**config.mk**
```make
export PLATFORM = sky130hd
export DESIGN_NAME = bit_serial_addsub
export DESIGN_NICKNAME = d
export VERILOG_FILES = /design/src/rtl/bit_serial_addsub.sv
export SDC_FILE = /design/constraint.sdc
export NUM_CORES = 1
export LEC_CHECK = 0
export CORE_MARGIN = 2
export CORE_UTILIZATION = 25
export DETAILED_ROUTE_END_ITERATION = 10
export DONT_BUFFER_PORTS = 1
export GPL_ROUTABILITY_DRIVEN = 0
export HOLD_SLACK_MARGIN = 0.15
export SLEW_MARGIN = 20
export SYNTH_ARGS = -nofsm -noshare
export SYNTH_HDL_FRONTEND = slang
export SYNTH_SLANG_ARGS = --single-unit
```
**constraint.sdc**
```tcl
create_clock -name clk -period 1.4 [get_ports clk]
set_input_delay 0.28 -clock clk [delete_from_list [all_inputs] [get_ports clk]]
set_output_delay 0.28 -clock clk [all_outputs]
set_load 0.01 [all_outputs]
```
**src/rtl/bit_serial_addsub.sv**
```systemverilog
// Bit-serial adder/subtractor: one bit per clock, LSB first, one shared carry flop.
// Results are published atomically on the last RUN edge; sum/cout/ovf are never partial.
module bit_serial_addsub #(
  parameter int WIDTH = 8
) (
  input  logic             clk,
  input  logic             rst,
  input  logic             start,
  input  logic             sub,
  input  logic [WIDTH-1:0] a,
  input  logic [WIDTH-1:0] b,
  output logic             busy,
  output logic             done,
  output logic [WIDTH-1:0] sum,
  output logic             cout,
  output logic             ovf
);

  localparam int CW = $clog2(WIDTH) + 1;
  localparam logic [CW-1:0] LAST = CW'(WIDTH - 1);

  // Handshake: start is sampled only in IDLE; busy is high from the capture edge
  // until the last-bit edge, where done pulses for exactly one cycle.
  typedef enum logic [1:0] {IDLE, RUN, DONE} state_t;

  state_t           state, state_nxt;
  logic [WIDTH-1:0] opa, opb, acc, acc_nxt;
  logic [CW-1:0]    cnt;
  logic             carry, msba, msbb;
  logic             s, c_nxt, last;

  assign s       = opa[0] ^ opb[0] ^ carry;
  assign c_nxt   = (opa[0] & opb[0]) | (opa[0] & carry) | (opb[0] & carry);
  assign acc_nxt = WIDTH'({s, acc} >> 1);
  assign last    = (cnt == LAST);

  always_ff @(posedge clk or negedge rst) begin
    if (!rst) state <= IDLE;
    else      state <= state_nxt;
  end

  always_comb begin
    state_nxt = state;
    case (state)
      IDLE:    if (start) state_nxt = RUN;
      RUN:     if (last)  state_nxt = DONE;
      DONE:    state_nxt = IDLE;
      default: state_nxt = IDLE;
    endcase
  end

  always_ff @(posedge clk or negedge rst) begin
    if (!rst) begin
      opa   <= '0;
      opb   <= '0;
      acc   <= '0;
      cnt   <= '0;
      carry <= 1'b0;
      msba  <= 1'b0;
      msbb  <= 1'b0;
      busy  <= 1'b0;
      done  <= 1'b0;
      sum   <= '0;
      cout  <= 1'b0;
      ovf   <= 1'b0;
    end else begin
      case (state)
        IDLE: begin
          if (start) begin
            // Subtraction is a + ~b + 1: the +1 rides in as the initial carry.
            opa   <= a;
            opb   <= sub ? ~b : b;
            carry <= sub;
            cnt   <= '0;
            acc   <= '0;
            msba  <= a[WIDTH-1];
            msbb  <= sub ? ~b[WIDTH-1] : b[WIDTH-1];
            busy  <= 1'b1;
          end
        end
        RUN: begin
          carry <= c_nxt;
          opa   <= opa >> 1;
          opb   <= opb >> 1;
          acc   <= acc_nxt;
          cnt   <= cnt + CW'(1);
          if (last) begin
            sum  <= acc_nxt;
            cout <= c_nxt;
            ovf  <= (msba == msbb) && (s != msba);
            busy <= 1'b0;
            done <= 1'b1;
          end
        end
        DONE:    done <= 1'b0;
        default: ;
      endcase
    end
  end

endmodule
```
== Yosys cells after proc, flatten, opt, wreduce, memory -nomap -nowiden ==
Cells that the tools add are included.

* Register bits: 45
* Latch bits: 0
* RAM bits: 0
* ROM bits: 0
* Input bits: 20
* Output and inout port bits: 12
* Word-level logic and storage cells: 60
* Memories: 0

* $add $sub $neg: 1
* $mul: 0
* Divide/modulo/power cells: 0
* Order comparisons: 0
* Equal/unequal tests: 7
* Shift operators: 0
* Muxes and demuxes: 20
* Bitwise operators: 9
* Reduce and logical (&&, ||, !) cells: 10

{| class="wikitable"
|+ Operators by type and width
! kind !! count
|-
| 8-bit case mux with 2 select lines || 3
|-
| 8-bit 2-to-1 mux || 4
|-
| 2-bit AND reduction || 5
|-
| 8-bit NOT || 1
|-
| 4-bit case mux with 2 select lines || 1
|-
| 1-bit case mux with 2 select lines || 3
|-
| 1-bit 2-to-1 mux || 5
|-
| 4-bit by 1-bit adder with 4-bit output, second input constant || 1
|-
| 4-bit by 3-bit == test with 1-bit output, second input constant || 1
|-
| 2-bit 2-to-1 mux || 2
|-
| 4-bit 2-to-1 mux || 1
|-
| 2-bit inequality test, second input constant || 2
|-
| 2-bit case mux with 2 select lines || 1
|-
| 2-bit nonzero test || 2
|-
| 1-bit AND || 3
|-
| 3-bit AND reduction || 1
|-
| 2-bit by 1-bit == test with 1-bit output, second input constant || 1
|-
| 2-bit == test, second input constant || 1
|-
| 2-bit zero test || 1
|-
| 1-bit OR || 2
|-
| 1-bit XOR || 2
|-
| 1-bit == test || 1
|-
| 1-bit logical AND || 1
|-
| 1-bit inequality test || 1
|-
| 1-bit NOT || 1
|}

== Longest topological paths before layout ==
* Word-level depth: 4
* Mapped depth: 5
* Gate-level depth less buffers: 5

== Worst setup path before layout ==
Ideal clock, no wire load.

* Path type: register to register
* Start point: register opa[0]
* End point: register ovf
* Library setup time: 0.125 ns
* Data arrival time: 1.336 ns
* Required time: 1.275 ns
* Slack: -0.061 ns
* Stages on the path, launching flop included: 6
* Buffers on the path: 0
* Period minus slack after synthesis: 1.461 ns
* Cell sequence: dfrtp_1 > inv_1 > fa_1 > or3_1 > nand2_1 > mux2_2

* Longest elaborated chain between the ends: 4

{| class="wikitable"
|+ Ends and longest elaborated chain
! element !! RTL line !! RTL
|-
| start, declared || 27 || <nowiki>logic [WIDTH-1:0] opa, opb, acc, acc_nxt;</nowiki>
|-
| start signal, assigned || 83 || <nowiki>opa <= opa >> 1;</nowiki>
|-
| 1-bit XOR (2 in series) || 32 || <nowiki>assign s = opa[0] ^ opb[0] ^ carry;</nowiki>
|-
| 1-bit inequality test || 90 || <nowiki>ovf <= (msba == msbb) && (s != msba);</nowiki>
|-
| 1-bit logical AND || 90 ||
|-
| end signal, assigned || 90 ||
|-
| end, declared || 16 || <nowiki>output logic ovf</nowiki>
|}

Every way passes these cells.
A chain may end at the register's enable or synchronous reset.

== Worst setup path after layout ==
Ends and elaborated chain as after synthesis.

==> impl_metrics.tcl <==
set metrics [dict create \
    status "complete, but fails checks" \
    violations "setup timing" \
    post_dp_cell_area_sq_um 2300 \
    seqPwrFrac 0.415 \
    synth_nets 197 \
    dpl.hpwl_mm 3.08 \
    worst_pin_slew_ps 368 \
    drv_slew 0 \
    detail-route-antenna-nets 0 \
    place.port_buffers 0 \
    cp.required_ps 1640 \
    drt_iter0_drc 53 \
    pin_count 32 \
    cts_tree "built" \
    ys.warnings.count 0 \
    max_freq_ghz 0.660 \
    power.total_mw 5.60 \
    start_util 0.260 \
    async_flop_share 1.00 \
    synth-edff-count 0 \
    hold_class "input pin to flip-flop" \
    timing.final.ws_setup_ps -115 \
    vias 1430 \
    grt_usage 0.115 \
    coreArea_sq_um 7770 \
    root_buffer "clkbuf_8" \
    yosysUniqueCellTypes 34 \
    path_clk_slew_ps 80 \
    totalWireLength_mm 4.56 \
    grt_max_degree 45 \
    layout.nets 223 \
    crit_type "flip-flop to flip-flop" \
    p_leak_nw 1.09 \
    drive_gt1_frac 0.277 \
    cp.arrival_ps 1760 \
    fp.dieH_microns 93.9 \
    synth_common_cells "dfrtp_1, inv_1, o21ai_0, mux2_2, nor2b_1" \
    pwr-share-comb 0.438 \
    grt_overflow 0 \
    antenna_cells 0 \
    synth_top_area_frac 0.546 \
    grt_pass1_wl_mm 7.80 \
    ir_worst_vdd_mv 0.689 \
    fin_area_sq_um 2500 \
    insertion_delay_ps 300 \
    synth_top_cells_by_area "dfrtp_1, mux2_2, a22o_1" \
    synth.most_common_cell "dfrtp_1" \
    crit_path_max_fanout 3 \
    period_share 1.08 \
    cp-end-kind "flip-flop" \
    fp.dieW_microns 93.9 \
    hold_viol 0 \
    antenna_found_initial 0 \
    area_delta_synth_final_pct 24.0 \
    cts_num_sinks 44 \
    setup_viol 1 \
    yosys_register_bits 44 \
    slew_headroom 0.751 \
    setup_tns_ps -115 \
    firstDrtPassIters 4 \
    synth_seq_area_share 0.546 \
    drv_cap 0 \
    fin_hold_ws_ps 159 \
    drc 0 \
    fillCellCount 826 \
    p_sw_frac 0.356 \
    design.die.area_sq_um 8810 \
    cts_buffers 5 \
    post-route-util 0.322 \
    fp-row-count 32 \
    rsz0062_at_grt "true" \
    grt_pass1_vias 1526 \
    worstSetupStartpointType "flip-flop" \
    routed_via_density 4.70 \
    syn-cell-area_sq_um 2020 \
    clkPwrFrac 0.147 \
    routedWlPerCell_microns 15.0 \
    netlist_instances 175 \
    intPower_mw 3.61 \
    h-tree-depth 2 \
    clk_path_buf_depth 2 \
    p_per_area_nw_per_um2 2240 \
    synth_top_area_cell "dfrtp_1" \
    finClkSkew_ps 5.20 \
    p_sw_mw 2.00 \
    finalCriticalPeriod_ps 1520 \
    synth_flop_cell "dfrtp_1" \
    syn_avg_cell_area_sq_um 11.5 \
]
-- routing by layer --
metal | track usage | up-vias | share of wire
met5 | 0 | - | 0
met4 | 0.0435 | 0 | 0.017
met3 | 0.0425 | 7 | 0.062
met2 | 0.167 | 38 | 0.44
met1 | 0.156 | 703 | 0.48
li1 | - | 682 | -
-- power by group through the flow --
stage / sequential [mW] / clock [mW] / combinational [mW]
floorplan: 2.23 / 0 / 1.47
global placement: 2.32 / 0 / 2.17
detailed placement: 2.33 / 0 / 2.23
CTS: 2.32 / 0.852 / 2.48
global route: 2.41 / 0.903 / 2.75
finish: 2.32 / 0.824 / 2.46
-- area by class of cell --
type | count | area (sq um) | share of cell area
Clock buffer | 8 | 90.1 | 0.0360
Timing Repair Buffer | 31 | 282 | 0.112
Tap cell | 102 | 128 | 0.0510
Multi-Input combinational cell | 105 | 850 | 0.340
Sequential cell | 44 | 1100 | 0.440
Inverter | 14 | 52.6 | 0.0210
-- what timing repair did --
| action | CTS | global route |
|---|---|---|
| pin swaps | 1 | 1 |
| endpoints found under the setup margin | 3 | 26 |
| cloned | 0 | 0 |
| resized for setup | 12 | 12 |
| hold buffers | 3 | 0 |
| setup buffers | 2 | 1 |
| endpoints found under the hold margin | 45 | 0 |
-- layout by cell type, fill, tap and decap left out, drive strengths merged --
cell	instances
dfrtp	44
buf	29
inv	14
o21ai	13
mux2	10
nor2b	9
a22o	8
nand2	8
clkbuf	8
a21oi	7
a22oi	7
xnor2	6
a221oi	6
o32ai	5
nand3	3
a2bb2oi	3
mux2i	2
xor2	2
nor2	2
dlygate4sd3	2
nand2b	2
o21bai	2
nor3	1
nor3b	1
a21o	1
or3	1
o311ai	1
o2bb2ai	1
a222oi	1
a41oi	1
fa	1
ha	1
-- worst max-delay path: stages (launching register included) --
cell,delay [ps]
dfrtp_1,400
inv_2,70
fa_1,450
or3_1,340
nand2_1,70
mux2_2,140
-- path summary, 6_finish.rpt --
check / from / end / slack (ps) / cells past startpoint
max: opa[0]$_DFFE_PN0P_ / ovf$_DFFE_PN0P_ / -120 / 5
min: a[4] / opa[4]$_DFFE_PN0P_ / 160 / 2
max reg2reg: opa[0]$_DFFE_PN0P_ / ovf$_DFFE_PN0P_ / -120 / 5
min reg2reg: opb[2]$_DFFE_PN0P_ / opb[2]$_DFFE_PN0P_ / 500 / 2
max in group asynchronous: rst / opb[4]$_DFFE_PN0P_ / 700 / 2
min in group asynchronous: rst / ovf$_DFFE_PN0P_ / 500 / 2
-- cell families (layout without fill, tap and decap cells) --
kind of cell | Yosys count | in the layout | synth area share
AOI/OAI and AO/OA | 56 | 56 | 0.200
xor gates and xnor gates | 8 | 8 | 0.0347
adders and majority gates | 2 | 2 | 0.0161
buffers and inverters | 26 | 53 | 0.0589
DFF | 44 | 44 | 0.546
muxes | 12 | 12 | 0.0657
and+or+nand+nor | 27 | 27 | 0.0787
-- sequential cells by signal, summed over array words and instances (netlist names) --
signal / cells
acc: 7
busy: 1
carry: 1
cnt: 4
cout: 1
done: 1
msba: 1
msbb: 1
opa: 8
opb: 8
ovf: 1
state: 2
sum: 8
-- stage by stage --
stage / cells / worst slack (ps)
final: 304 / -115
after global placement: 292 / -70.7
after CTS: 305 / -99.1
after floorplan: 175 / -60.4
after global routing: 304 / -151
after detailed placement: 292 / -124
No activity file was read; power rests on OpenSTA's default activity.
